--- config.mk ---
export PLATFORM = sky130hd
export DESIGN_NAME = scr1_dmem_router_mp
export DESIGN_NICKNAME = d
export VERILOG_FILES = /design/src/rtl/scr1_dmem_router_mp_pkg.sv /design/src/rtl/scr1_router_sel_fifo.sv /design/src/rtl/scr1_dmem_router_mp.sv
export SDC_FILE = /design/constraint.sdc
export NUM_CORES = 1
export LEC_CHECK = 0
export CORE_AREA = 2 2 108 110
export CTS_BUF_LIST = sky130_fd_sc_hd__clkbuf_16
export CTS_CLUSTER_DIAMETER = 60
export DETAILED_ROUTE_END_ITERATION = 8
export DIE_AREA = 0 0 110 112
export HOLD_SLACK_MARGIN = 0.03
export PLACE_DENSITY_LB_ADDON = 0.12
export SYNTH_ARGS = -nofsm -noshare
export SYNTH_HDL_FRONTEND = slang
export SYNTH_SLANG_ARGS = --single-unit
export TNS_END_PERCENT = 5
--- constraint.sdc ---
create_clock -name clk -period 3.59 [get_ports clk]
set_clock_uncertainty 0.15 [all_clocks]
set_input_delay 0.718 -clock clk [delete_from_list [all_inputs] [get_ports clk]]
set_output_delay 0.718 -clock clk [all_outputs]
set_load 0.05 [all_outputs]
--- src/rtl/scr1_dmem_router_mp_pkg.sv ---
// Shared memory-interface types and sizing constants for the DMEM router.
// Encodings match the core-side memory interface definitions.
package scr1_dmem_router_mp_pkg;

  localparam int SCR1_DMEM_AWIDTH      = 32;
  localparam int SCR1_DMEM_DWIDTH      = 32;
  localparam int SCR1_DMEM_RT_PORT_MAX = 8;
  localparam int SCR1_RT_IDX_W         = $clog2(SCR1_DMEM_RT_PORT_MAX + 1);

  // Index wide enough for every slave port plus the internal error target.
  typedef logic [SCR1_RT_IDX_W-1:0] type_scr1_rt_idx;

  typedef enum logic {
    SCR1_MEM_CMD_RD = 1'b0,
    SCR1_MEM_CMD_WR = 1'b1
  } type_scr1_mem_cmd_e;

  typedef enum logic [1:0] {
    SCR1_MEM_WIDTH_BYTE  = 2'b00,
    SCR1_MEM_WIDTH_HWORD = 2'b01,
    SCR1_MEM_WIDTH_WORD  = 2'b10,
    SCR1_MEM_WIDTH_ERROR = 2'b11
  } type_scr1_mem_width_e;

  typedef enum logic [1:0] {
    SCR1_MEM_RESP_NOTRDY = 2'b00,
    SCR1_MEM_RESP_RDY_OK = 2'b01,
    SCR1_MEM_RESP_RDY_ER = 2'b10
  } type_scr1_mem_resp_e;

  // Pointer width for a ring of 'depth' entries; a single-entry ring still needs one bit.
  function automatic int rt_ptr_w(input int depth);
    return (depth > 1) ? $clog2(depth) : 1;
  endfunction

endpackage

--- src/rtl/scr1_router_sel_fifo.sv ---
// Small synchronous FIFO holding the routing target of each accepted request.
// Exposes the oldest entry (head), the most recently pushed value (tail) and the fill count.
module scr1_router_sel_fifo
  import scr1_dmem_router_mp_pkg::*;
#(
  parameter int DEPTH = 2,
  parameter int WIDTH = 2,
  parameter int CNT_W = $clog2(DEPTH + 1)
) (
  input  logic             clk,
  input  logic             rst_n,
  input  logic             push,
  input  logic             pop,
  input  logic [WIDTH-1:0] push_data,
  output logic [WIDTH-1:0] head,
  output logic [WIDTH-1:0] tail,
  output logic [CNT_W-1:0] cnt,
  output logic             empty
);

  localparam int              PTR_W    = rt_ptr_w(DEPTH);
  localparam logic [PTR_W-1:0] PTR_LAST = PTR_W'(DEPTH - 1);

  logic [WIDTH-1:0] mem_q [DEPTH];
  logic [PTR_W-1:0] wr_ptr_q, wr_ptr_d;
  logic [PTR_W-1:0] rd_ptr_q, rd_ptr_d;
  logic [CNT_W-1:0] cnt_q, cnt_d;
  logic [WIDTH-1:0] tail_q, tail_d;

  function automatic logic [PTR_W-1:0] ptr_inc(input logic [PTR_W-1:0] p);
    return (p == PTR_LAST) ? '0 : p + PTR_W'(1);
  endfunction

  // NOTE: every always_comb output is given a default first, so no latch can be inferred.
  always_comb begin
    wr_ptr_d = wr_ptr_q;
    rd_ptr_d = rd_ptr_q;
    tail_d   = tail_q;
    if (push) begin
      wr_ptr_d = ptr_inc(wr_ptr_q);
      tail_d   = push_data;
    end
    if (pop) begin
      rd_ptr_d = ptr_inc(rd_ptr_q);
    end
    cnt_d = cnt_q + CNT_W'(push) - CNT_W'(pop);
  end

  // NOTE: sequential state uses non-blocking (<=) so every flop samples pre-edge values.
  always_ff @(posedge clk or negedge rst_n) begin
    if (!rst_n) begin
      wr_ptr_q <= '0;
      rd_ptr_q <= '0;
      cnt_q    <= '0;
      tail_q   <= '0;
    end else begin
      wr_ptr_q <= wr_ptr_d;
      rd_ptr_q <= rd_ptr_d;
      cnt_q    <= cnt_d;
      tail_q   <= tail_d;
    end
  end

  // NOTE: storage is deliberately not reset; an entry is only read while cnt says it is valid.
  always_ff @(posedge clk) begin
    if (push) begin
      mem_q[wr_ptr_q] <= push_data;
    end
  end

  assign head  = mem_q[rd_ptr_q];
  assign tail  = tail_q;
  assign cnt   = cnt_q;
  assign empty = (cnt_q == '0);

endmodule

--- src/rtl/scr1_dmem_router_mp.sv ---
// Routes core DMEM requests to one of N slave ports by mask/pattern decode, with
// pipelined outstanding requests and in-order responses; unmapped addresses answer RDY_ER.
module scr1_dmem_router_mp
  import scr1_dmem_router_mp_pkg::*;
#(
  parameter int SCR1_PORT_NUM  = 3,
  parameter int SCR1_MAX_OUTST = 2,
  parameter logic [SCR1_PORT_NUM-1:0][SCR1_DMEM_AWIDTH-1:0] SCR1_ADDR_MASK =
    {SCR1_PORT_NUM{32'hFFFF_0000}},
  parameter logic [SCR1_PORT_NUM-1:0][SCR1_DMEM_AWIDTH-1:0] SCR1_ADDR_PATTERN =
    {32'h0002_0000, 32'h0001_0000, 32'h0000_0000}
) (
  input  logic                        clk,
  input  logic                        rst_n,
  // Core side
  input  logic                        dmem_req,
  output logic                        dmem_req_ack,
  input  type_scr1_mem_cmd_e          dmem_cmd,
  input  type_scr1_mem_width_e        dmem_width,
  input  logic [SCR1_DMEM_AWIDTH-1:0] dmem_addr,
  input  logic [SCR1_DMEM_DWIDTH-1:0] dmem_wdata,
  output logic [SCR1_DMEM_DWIDTH-1:0] dmem_rdata,
  output type_scr1_mem_resp_e         dmem_resp,
  // Slave side
  output logic [SCR1_PORT_NUM-1:0]    port_req,
  input  logic [SCR1_PORT_NUM-1:0]    port_req_ack,
  output type_scr1_mem_cmd_e          port_cmd,
  output type_scr1_mem_width_e        port_width,
  output logic [SCR1_DMEM_AWIDTH-1:0] port_addr,
  output logic [SCR1_DMEM_DWIDTH-1:0] port_wdata,
  input  logic [SCR1_DMEM_DWIDTH-1:0] port_rdata [SCR1_PORT_NUM],
  input  type_scr1_mem_resp_e         port_resp  [SCR1_PORT_NUM]
);

  localparam int               IDX_W     = $clog2(SCR1_PORT_NUM + 1);
  localparam int               CNT_W     = $clog2(SCR1_MAX_OUTST + 1);
  localparam logic [IDX_W-1:0] ERR_IDX   = IDX_W'(SCR1_PORT_NUM);
  localparam logic [CNT_W-1:0] OUTST_MAX = CNT_W'(SCR1_MAX_OUTST);

  logic [IDX_W-1:0]            tgt;
  logic [IDX_W-1:0]            fifo_head;
  logic [IDX_W-1:0]            fifo_tail;
  logic [CNT_W-1:0]            fifo_cnt;
  logic [CNT_W-1:0]            eff_cnt;
  logic                        fifo_empty;
  logic                        fifo_push;
  logic                        fifo_pop;
  logic                        eff_empty;
  logic                        allow;
  logic                        tgt_ack;
  type_scr1_mem_resp_e         sel_resp;
  logic [SCR1_DMEM_DWIDTH-1:0] sel_rdata;

  // Lowest matching port wins, so the scan runs high-to-low and the last hit sticks.
  always_comb begin
    tgt = ERR_IDX;
    for (int i = SCR1_PORT_NUM - 1; i >= 0; i--) begin
      if ((dmem_addr & SCR1_ADDR_MASK[i]) == SCR1_ADDR_PATTERN[i]) begin
        tgt = IDX_W'(i);
      end
    end
  end

  // Head response source; the error target answers by itself.
  always_comb begin
    sel_resp  = SCR1_MEM_RESP_RDY_ER;
    sel_rdata = '0;
    for (int i = 0; i < SCR1_PORT_NUM; i++) begin
      if (fifo_head == IDX_W'(i)) begin
        sel_resp  = port_resp[i];
        sel_rdata = port_rdata[i];
      end
    end
  end

  always_comb begin
    fifo_pop  = !fifo_empty && (sel_resp != SCR1_MEM_RESP_NOTRDY);
    eff_cnt   = fifo_cnt - CNT_W'(fifo_pop);
    eff_empty = (eff_cnt == '0);
    // Only one target may be in flight at a time; that is what keeps responses in order.
    allow     = (eff_cnt < OUTST_MAX) && (eff_empty || (tgt == fifo_tail));

    tgt_ack = (tgt == ERR_IDX);
    for (int i = 0; i < SCR1_PORT_NUM; i++) begin
      if (tgt == IDX_W'(i)) begin
        tgt_ack = port_req_ack[i];
      end
    end
    dmem_req_ack = allow && tgt_ack;
    fifo_push    = dmem_req && dmem_req_ack;

    port_req = '0;
    for (int i = 0; i < SCR1_PORT_NUM; i++) begin
      port_req[i] = dmem_req && allow && (tgt == IDX_W'(i));
    end

    if (fifo_empty) begin
      dmem_resp  = SCR1_MEM_RESP_NOTRDY;
      dmem_rdata = '0;
    end else begin
      dmem_resp  = sel_resp;
      dmem_rdata = sel_rdata;
    end
  end

  assign port_cmd   = dmem_cmd;
  assign port_width = dmem_width;
  assign port_addr  = dmem_addr;
  assign port_wdata = dmem_wdata;

  scr1_router_sel_fifo #(
    .DEPTH (SCR1_MAX_OUTST),
    .WIDTH (IDX_W),
    .CNT_W (CNT_W)
  ) u_sel_fifo (
    .clk       (clk),
    .rst_n     (rst_n),
    .push      (fifo_push),
    .pop       (fifo_pop),
    .push_data (tgt),
    .head      (fifo_head),
    .tail      (fifo_tail),
    .cnt       (fifo_cnt),
    .empty     (fifo_empty)
  );

`ifdef SCR1_SYN_OFF_EN
  a_no_x_on_req: assert property (@(posedge clk) disable iff (!rst_n)
    dmem_req |-> !$isunknown({dmem_cmd, dmem_width, dmem_addr}));
  a_no_push_full: assert property (@(posedge clk) disable iff (!rst_n)
    fifo_push |-> ((fifo_cnt < OUTST_MAX) || fifo_pop));
  a_port_req_onehot: assert property (@(posedge clk) disable iff (!rst_n)
    $onehot0(port_req));
  for (genvar g = 0; g < SCR1_PORT_NUM; g++) begin : g_resp_chk
    a_no_resp_empty: assert property (@(posedge clk) disable iff (!rst_n)
      fifo_empty |-> (port_resp[g] == SCR1_MEM_RESP_NOTRDY));
  end
`endif

endmodule

==> metrics.md <==
| Metric | Value |
|---|---|
| Status | finished, violations left |
| Failing checks | setup timing |
| Main flop type after synthesis | dfrtp_1 |
| Hold Path Origin | u_sel_fifo.wr_ptr_q |
| Via Count | ~2.3k |
| Crit end category | primary output |
| Pins over their slew limit | 0 |
| Number of global-route vias before repair | 2264 |
| Min Hold Slack | ~0.33 ns |
| Layout fillers | 1172 |
| Core Box Area | about 0.011 sq mm |
| Syn Nets | ~450 |
| CTS max path bufs | 2 |
| Share of layout cells above drive strength 1 | a little over a quarter |
| Root Driver | clkbuf_16 |
| Fin area | 0.00416 sq mm |
| CTS tree | done |
| Tightest Pin Transition | 0.513 ns |
| Worst EP arrival | 2.85 ns |
| CP max-delay cell | or4_4 |
| Netlist cell types | 33 |
| Synthesis-to-finish area growth | 113% |
| CP max FO | 3 |
| Place WS | -0.586 ns |
| Max-cap viol count | 0 |
| Initial antenna violation count | 0 |
| Die X | roughly 110 um |
| H-tree Lvls | 1 |
| Post-synth EDFFs | 4 |
| Total CTS buffers | 3 |
| CP Launch Point | dmem_addr[26] |
| Die height | about 110 um |
| Count leader, synth | nor2_1 |
| Non-Filler Instances | 548 |
| FF-to-FF Start | u_sel_fifo.rd_ptr_q |
| Port bufs | 177 |
| Hold Vio Cnt, Final | 0 |
| VDD IR-drop max | roughly 0.63 mV |
| Skew-Pair Late Insertion Delay | 0.23 ns |
| Ports | 280 |
| Pint | 1.37 mW |
| ANT nets after route | 0 |
| Ant diodes | 0 |
| Synth area leaders | buf_4 26%, mux2i_1 18%, nor2_1 13% |
| Cell Rows | 39 |
| Commonest cells post-synth | 68 x nor2_1, 67 x buf_4, 35 x mux2i_1 |
| Initial Utilization | between 10% and 20% |
| Seq pwr share | 7.8% |
| Hpwl dp | between 7000 and 8000 um |
| Hold WC Path Type | reg -> reg |
| CP Class | in -> out |
| DRC | 0 |
| Die area | around 0.012 sq mm |
| P per Cell Area | between 600 and 700 mW/mm^2 |
| Combinational Power Share | 84.8% |
| Largest area contributor in the netlist | buf_4 |
| Post-Place Cell Area | roughly 0.004 sq mm |
| Largest net degree at the start of global routing | 33 |
| DP Cell Count | 540 |
| Mux contribution to synthesized area | between 20% and 30% |
| Drt first pass iters | 4 |
| Post-layout minimum cycle time | between 3 and 4 ns |
| CTS sink count | 10 |
| Flops & latches, synth | 10 |
| Fmax | 269 MHz |
| Final Net Count | around 580 |
| Mean Syn Cell Area | 7.19 sq um |
| Simple-Gate Fraction of Synth Area | 20.3% |
| Post-route setup slack | -0.131 ns |
| Post-synth ARST share | 60.0% |
| CTS clk-pin slew, worst paths | approximately 0.04 ns |
| Post-Synth Adder-Cell Area | 1.28% |
| First-pass GRT wire length | around 13000 um |
| Critical path required time | about 2.7 ns |
| Overall power | 2.61 mW |
| Max_slew headroom | 65.7% |
| Post-Syn Area | 0.00196 sq mm |
| Avg WL per Cell | about 16 um |
| Worst path max stage delay | 0.54 ns |
| All-layer global routing usage | 13.6% |
| Via density per instance | 4.15 |
| Routability Congestion | between 0.7 and 0.8 |
| 1st-iter DRT viols | 88 |
| Switch Pwr | 1.24 mW |
| Final worst-path cycle share | 104% |
| Sw Ratio | between 40% and 50% |
| Post-CTS Hold Buffers | 0 |
| Yosys warns | 0 |
| Sequential area share after synthesis | 13.8% |
| Clock network power share | 7.5% |
| Largest family of logic cells by synthesized area | buffers and inverters |
| Yosys top cell area share | 25.7% |
| Gr ovfl total | 0 |
| Setup Viol. Count Final | 3 |
| Total Wirelength | 9010 um |
| Post-synthesis xor/xnor area fraction | 2.24% |
| RSZ-0062 raised after global routing | true |
| CP dominant cell by count | or4_4 |
| Reg2reg setup slack | 0.46 ns |
| Worst setup SP type | input pin |
| Crit-path cells | buf_6 -> or4_4 -> or4_4 -> mux2_4 -> a21o_4 -> nor4_4 -> buf_12 |
| Leak | 1.64 nW |
| Compound-gate portion of the synthesized area | 12.5% |
| Synth Instances | between 200 and 300 |
## sequential cells by signal (all words and copies together), names as in the netlist
register             count
u_sel_fifo.tail          2
u_sel_fifo.mem_q         4
u_sel_fifo.wr_ptr_q      1
u_sel_fifo.cnt           2
u_sel_fifo.rd_ptr_q      1
## metal layers
metal  track usage (%)  up-vias  share of wire [%]
met4              3.71        0                2.2
met2              25.4      134                 53
li1                  -     1121                  -
met5                 0        -                  0
met3              5.33       18                 12
met1              13.8     1001                 33
## power by group through the flow
stage               clock, mW  combinational, mW  sequential [mW]
floorplan                   0               1.23            0.188
global placement            0               2.14            0.199
detailed placement          0               2.13            0.200
CTS                     0.200               2.19            0.201
global route            0.204               2.34            0.209
finish                  0.195               2.21            0.203
## cell type report
| type | count | area, sq um | area share [%] |
|---|---|---|---|
| tap | 143 | 179 | 4.30 |
| multi-input combinational | 176 | 1250 | 30.0 |
| timing repair buffer | 210 | 2360 | 56.8 |
| clock buffer | 3 | 75.1 | 1.81 |
| inverter | 5 | 18.8 | 0.451 |
| sequential | 10 | 272 | 6.53 |
| clock inverter | 1 | 3.75 | 0.0903 |
## layout by cell type, fill, tap and decap left out, types with 2 or more instances in the layout
master	instances
or3_1	2
nand2_1	2
dlymetal6s2s_1	2
dlygate4sd2_1	4
buf_4	33
buf_6	2
and2_1	2
mux2_2	2
buf_12	37
clkdlybuf4s50_1	121
dfrtp_1	5
buf_2	5
nor2_2	2
or4_4	4
clkbuf_16	3
inv_1	5
xnor2_1	2
a21oi_1	33
mux2i_1	33
xor2_1	2
clkdlybuf4s15_1	5
edfxtp_1	4
nor4_4	2
nor2_1	66
mux2_4	2
## worst max-delay path, delay by kind of cell
| kind | cells | cell delay [ns] |
|---|---|---|
| AO/OA/AOI/OAI | 1 | 0.22 |
| buffers and inverters | 2 | 0.27 |
| multiplexers | 1 | 0.32 |
| AND/OR/NAND/NOR | 3 | 1.33 |
## cells by family (layout without fill, tap and decap cells)
logic type	count (synthesis)	count (layout)
fa+ha+maj	2	2
xor+xnor	5	5
compound gates	41	41
buf+inv	86	219
mux	39	39
simple gates	89	89
flops	10	10
## worst paths after layout
kind                                          endpoint  depth (start not counted)
worst max-delay path                       port_req[0]                          7
min in group asynchronous          u_sel_fifo.wr_ptr_q                          1
worst min register to register     u_sel_fifo.wr_ptr_q                          1
worst max register to register  u_sel_fifo.mem_q[0][0]                         10
max in group asynchronous          u_sel_fifo.rd_ptr_q                          1
worst min-delay path               u_sel_fifo.wr_ptr_q                          1
## repair_timing
action,CTS,global route
buffers inserted,2,2
endpoints found under the setup margin,4,4
cloned,0,0
pin swaps,11,6
gates resized for setup,49,10
## metrics by stage
stage          setup TNS [ns]  utilization (%)
2_1_floorplan           -1.13                -
3_3_place_gp            -3.12             35.9
3_5_place_dp            -3.05             35.9
4_1_cts                -0.355             36.8
5_1_grt                -0.399             37.2
6_report               -0.238             37.2
Power figures use the tool's default switching activity.
